### src/rtl/cbd_bit_sequencer.sv
// cbd_bit_sequencer: unpacks a byte stream LSB-first into 2*ETA-bit CBD groups with index and last flag
module cbd_bit_sequencer #(
   parameter int ETA       = 2,
   parameter int MAX_BYTES = 256,
   parameter int GROUP_W   = 2 * ETA
) (
   input  logic                           clk,
   input  logic                           rst,
   input  logic                           start,
   input  logic [$clog2(MAX_BYTES):0]     len,
   output logic                           busy,
   output logic                           done,
   input  logic                           in_valid,
   output logic                           in_ready,
   input  logic [7:0]                     in_byte,
   output logic                           out_valid,
   input  logic                           out_ready,
   output logic [GROUP_W-1:0]             out_bits,
   output logic [$clog2(MAX_BYTES*8)-1:0] out_idx,
   output logic                           out_last
);
   localparam int BUF_W = GROUP_W + 8;
   localparam int CNT_W = $clog2(BUF_W + 1);
   localparam int LEN_W = $clog2(MAX_BYTES) + 1;
   localparam int IDX_W = $clog2(MAX_BYTES * 8);
   localparam logic [0:0] S_IDLE = 1'b0;
   localparam logic [0:0] S_RUN  = 1'b1;
   localparam logic [CNT_W-1:0] GW    = CNT_W'(GROUP_W);
   localparam logic [CNT_W-1:0] GW2   = CNT_W'(2 * GROUP_W);
   localparam logic [LEN_W-1:0] MAX_L = LEN_W'(MAX_BYTES);

   logic [0:0]       state_q;
   logic [BUF_W-1:0] buf_q, buf_p, buf_d;
   logic [CNT_W-1:0] cnt_q, cnt_p, cnt_d;
   logic [LEN_W-1:0] left_q, left_d;
   logic [IDX_W-1:0] gidx_q, gidx_d;
   logic             done_q;
   logic             run, push, pop, leave;

   assign run       = state_q == S_RUN;
   assign busy      = run;
   assign done      = done_q;
   // in_ready looks only at registered state so out_ready never reaches it combinationally
   assign in_ready  = run && left_q != '0 && cnt_q <= GW;
   assign out_valid = run && cnt_q >= GW;
   assign out_bits  = buf_q[GROUP_W-1:0];
   assign out_idx   = gidx_q;
   assign out_last  = out_valid && left_q == '0 && cnt_q < GW2;
   assign pop       = out_valid && out_ready;
   assign push      = in_valid && in_ready;

   always_comb begin
      cnt_p  = pop ? cnt_q - GW : cnt_q;
      buf_p  = pop ? buf_q >> GROUP_W : buf_q;
      buf_d  = push ? buf_p | (BUF_W'(in_byte) << cnt_p) : buf_p;
      cnt_d  = push ? cnt_p + CNT_W'(8) : cnt_p;
      left_d = push ? left_q - LEN_W'(1) : left_q;
      gidx_d = pop ? gidx_q + IDX_W'(1) : gidx_q;
      leave  = left_d == '0 && cnt_d < GW;
   end

   always_ff @(posedge clk) begin
      if (rst) begin
         state_q <= S_IDLE;
         buf_q   <= '0;
         cnt_q   <= '0;
         left_q  <= '0;
         gidx_q  <= '0;
         done_q  <= 1'b0;
      end else begin
         done_q <= run && leave;
         if (!run) begin
            if (start) begin
               state_q <= S_RUN;
               left_q  <= len > MAX_L ? MAX_L : len;
               cnt_q   <= '0;
               gidx_q  <= '0;
               buf_q   <= '0;
            end
         end else if (leave) begin
            // leftover bits short of a full group are dropped here
            state_q <= S_IDLE;
            buf_q   <= '0;
            cnt_q   <= '0;
            left_q  <= '0;
            gidx_q  <= gidx_d;
         end else begin
            buf_q  <= buf_d;
            cnt_q  <= cnt_d;
            left_q <= left_d;
            gidx_q <= gidx_d;
         end
      end
   end
endmodule

### config.mk
export PLATFORM = sky130hd
export DESIGN_NAME = cbd_bit_sequencer
export DESIGN_NICKNAME = d
export VERILOG_FILES = /design/src/rtl/cbd_bit_sequencer.sv
export SDC_FILE = /design/constraint.sdc
export NUM_CORES = 1
export LEC_CHECK = 0
export CAP_MARGIN = 20
export CORE_AREA = 2 2 50 98
export DETAILED_ROUTE_END_ITERATION = 10
export DIE_AREA = 0 0 52 100
export GPL_TIMING_DRIVEN = 0
export PLACE_DENSITY = 0.74
export SETUP_SLACK_MARGIN = 0.3
export SYNTH_ARGS = -nofsm -noshare
export SYNTH_HDL_FRONTEND = slang
export SYNTH_SLANG_ARGS = --single-unit
### constraint.sdc
create_clock -name clk -period 3.16 [get_ports clk]
set_clock_uncertainty 0.2 [all_clocks]
set_input_delay 0.632 -clock clk [delete_from_list [all_inputs] [get_ports clk]]
set_output_delay 0.632 -clock clk [all_outputs]
set_load 0.02 [all_outputs]
==> impl_metrics.toml <==
[setup_path]
path_class = "input pin to flop"
r2r_start = "left_q[0]"
crit_fanout = 5
cpMostUsedCell = "buf_6"
cp.required_ns = 3.15
crit_path_max_incr_delay_ns = 0.46
worst_setup_path_start_kind = "input pin"
r2r_cells = 14
cp_cell_sequence = "clkdlybuf4s50_1 -> and2_4 -> buf_6 -> o211ai_1 -> o41ai_2 -> nand4_1 -> buf_6 -> o31ai_4 -> a21oi_4 -> buf_6 -> a22o_1"
crit_start = "in_valid"
end_kind = "flop"
crit_slowest_cell = "clkdlybuf4s50_1"
arrival_ns = 2.95

[route]
drtIter0Drc = 88
postRouteAntennaNets = 0
drc = 0
wire_per_inst_um = 16.9
drt-pass1-iter-count = 4
via_count = 2272
wl_mm = 6.31
via_per_inst = 6.07

[sta]
final_hold_viol_count = 0
slew_viol_final = 0
rsz0062_at_grt = "true"
fmax_ghz = 0.338
fin_crit_ns = 2.96
setup_viol = 0
tightest_slew_ns = 0.543
hold_slack_ns = 0.272
post-route-period-util_pct = 93.6
relSlewSlack_pct = 63.8

[power]
switching_share_pct = 34.7
irDropWorstVdd_uv = 316
p_leak_nw = 1.13
pwr-share-comb_pct = 34.7
power_density_nw_per_um2 = 423
power.total_mw = 1.27
pwr-share-seq_pct = 39.1
pwr-share-clk_pct = 26.3
switchingPower_uw = 439
power.internal_uw = 826

[die]
die_h_um = 100
dieArea_um2 = 5200
initial_utilization_pct = 47.0
die_x_um = 52
fp-row-count = 35
pin_count = 42
design.core.area_um2 = 4510

[synthesis]
yosysSeqAreaShare_pct = 34.0
ys_warn_count = 0
synthDistinctLibCells = 54
synth_ff_type = "dfxtp_1"
synth_area_leaders = "dfxtp_1 (34%), a22o_1 (7.0%), nor2_1 (4.6%), mux2i_1 (3.3%), nand2_1 (3.2%)"
synth_edf_count = 0
netlist.area_leader.share_pct = 34.0
synth-seq-cells = 36
postSynthAreaPerCell_um2 = 8.41
synthesis.nets = 279
asyncSetResetFlopFracSynth_pct = 0
synth_most_common_cell = "dfxtp_1"
synth_common_cells = "dfxtp_1 (36), nor2_1 (26), nand2_1 (18), a22o_1 (17), o21ai_0 (11)"
syn_inst = 252
synth_area_um2 = 2120
yosysTopAreaCell = "dfxtp_1"

[global_route]
antenna_found_initial = 0
track_usage_pct = 24.6
grt_first_pass_wirelength_mm = 9.85
grt_overflow = 0
grt_max_degree = 13
grt_pass1_vias = 2129

[place]
io_buffer_count = 40
gp_congestion = 0.888
dpl.hpwl_mm = 4.04

[worst_hold_path]
hold_depth = 1
hold_path.startpoint = "buf_q[8]"
min_path_type = "flop to flop"

[clocking]
clock_path_buffers = 2
cts_buffers = 5
cts-root-buf = "clkbuf_8"
cts_tree = "done"
h-tree-depth = 2
insertion_delay_ns = 0.30
cts.sinks = 36
clk_pin_slew_worst_paths_ns = 0.07

[final_layout]
antennaDiodeCount = 0
final_layout_size_suffix_gt1_share_pct = 22.6
fin_nets = 345
area_growth_pct = 41.3

[run_status]
status = "completed"

[flow_run]
maxCapViolCount = 0
routing by layer:
metal	routed length [um]	up-vias	global-route usage, %	share of wire [%]
met5	0	-	0	0
met2	3260	109	39.9	52
met4	184	0	13.0	2.9
met3	388	18	5.21	6.1
met1	2480	1068	29.4	39
li1	-	1077	-	-
worst max-delay path, delay by kind of cell:
kind / cells / cell delay, ns
AND/OR/NAND/NOR: 2 / 0.32
buffers and inverters: 4 / 0.88
AO/OA/AOI/OAI: 5 / 1.09
state kept, by name, summed over array words and instances (netlist names):
signal	count
done	1
out_idx	11
busy	1
buf_q	12
cnt_q	2
left_q	9
cell usage in the layout (no fill, tap or decap), types with 5 or more instances in the layout:
cell             instances
o21ai_0                 11
inv_1                    6
and3_1                   5
nor2_1                  26
a311oi_1                 7
buf_4                   18
clkdlybuf4s50_1         38
buf_6                    6
buf_2                    7
mux2i_1                  6
dfxtp_1                 34
xor2_1                   6
a22o_1                  17
clkbuf_8                 5
nor2b_1                  6
nand4_1                  7
nand2_1                 18
a21oi_1                 10
cells by family (layout without fill, tap and decap cells):
kind of cell,Yosys count,in the layout,synth area share (%)
compound gates,76,76,27.4
xor+xnor,8,8,3.31
fa+ha+maj,5,5,2.95
buf+inv,27,94,6.38
flops,36,36,34.0
mux,7,7,3.31
simple gates,93,93,22.7
worst paths after layout:
| kind | to | slack [ns] |
|---|---|---|
| hold reg to reg | buf_q[8] | 0.27 |
| setup reg to reg | buf_q[3] | 0.22 |
| setup / recovery | buf_q[3] | 0.20 |
| hold / removal | buf_q[8] | 0.27 |
final cells by class:
class,count,area [um2]
tap,55,68.8
inverter,8,37.5
clock inverter,3,18.8
clock buffer,5,68.8
timing repair buffer,59,539
multi-input combinational,189,1400
buffer,19,134
sequential,36,726
fill,372,1520
stage by stage:
stage	instance area, um2	cells	utilization [%]	setup WS (ns)	setup TNS (ns)
6_report	3000	374	66.4	0.203	0
5_1_grt	3000	374	66.4	0.169	0
4_1_cts	2870	367	63.7	0.307	0
3_5_place_dp	2590	347	57.4	-0.220	-2.34
3_3_place_gp	2590	347	57.4	-0.278	-2.96
2_1_floorplan	2120	252	-	0.313	0
repair_timing:
action	CTS	global route
setup endpoints to repair	19	17
pin swaps	11	12
buffers inserted	11	5
gates resized for setup	39	18
endpoints found under the hold margin	0	0
hold buffers	0	0
cloned	1	2
power by group through the flow:
stage / logic (mW) / registers, mW / clock network (mW)
global route: 0.464 / 0.497 / 0.359
detailed placement: 0.305 / 0.502 / 0
CTS: 0.386 / 0.494 / 0.336
global placement: 0.299 / 0.501 / 0
finish: 0.439 / 0.494 / 0.333
floorplan: 0.211 / 0.499 / 0
(Power assumes the default switching activity.)
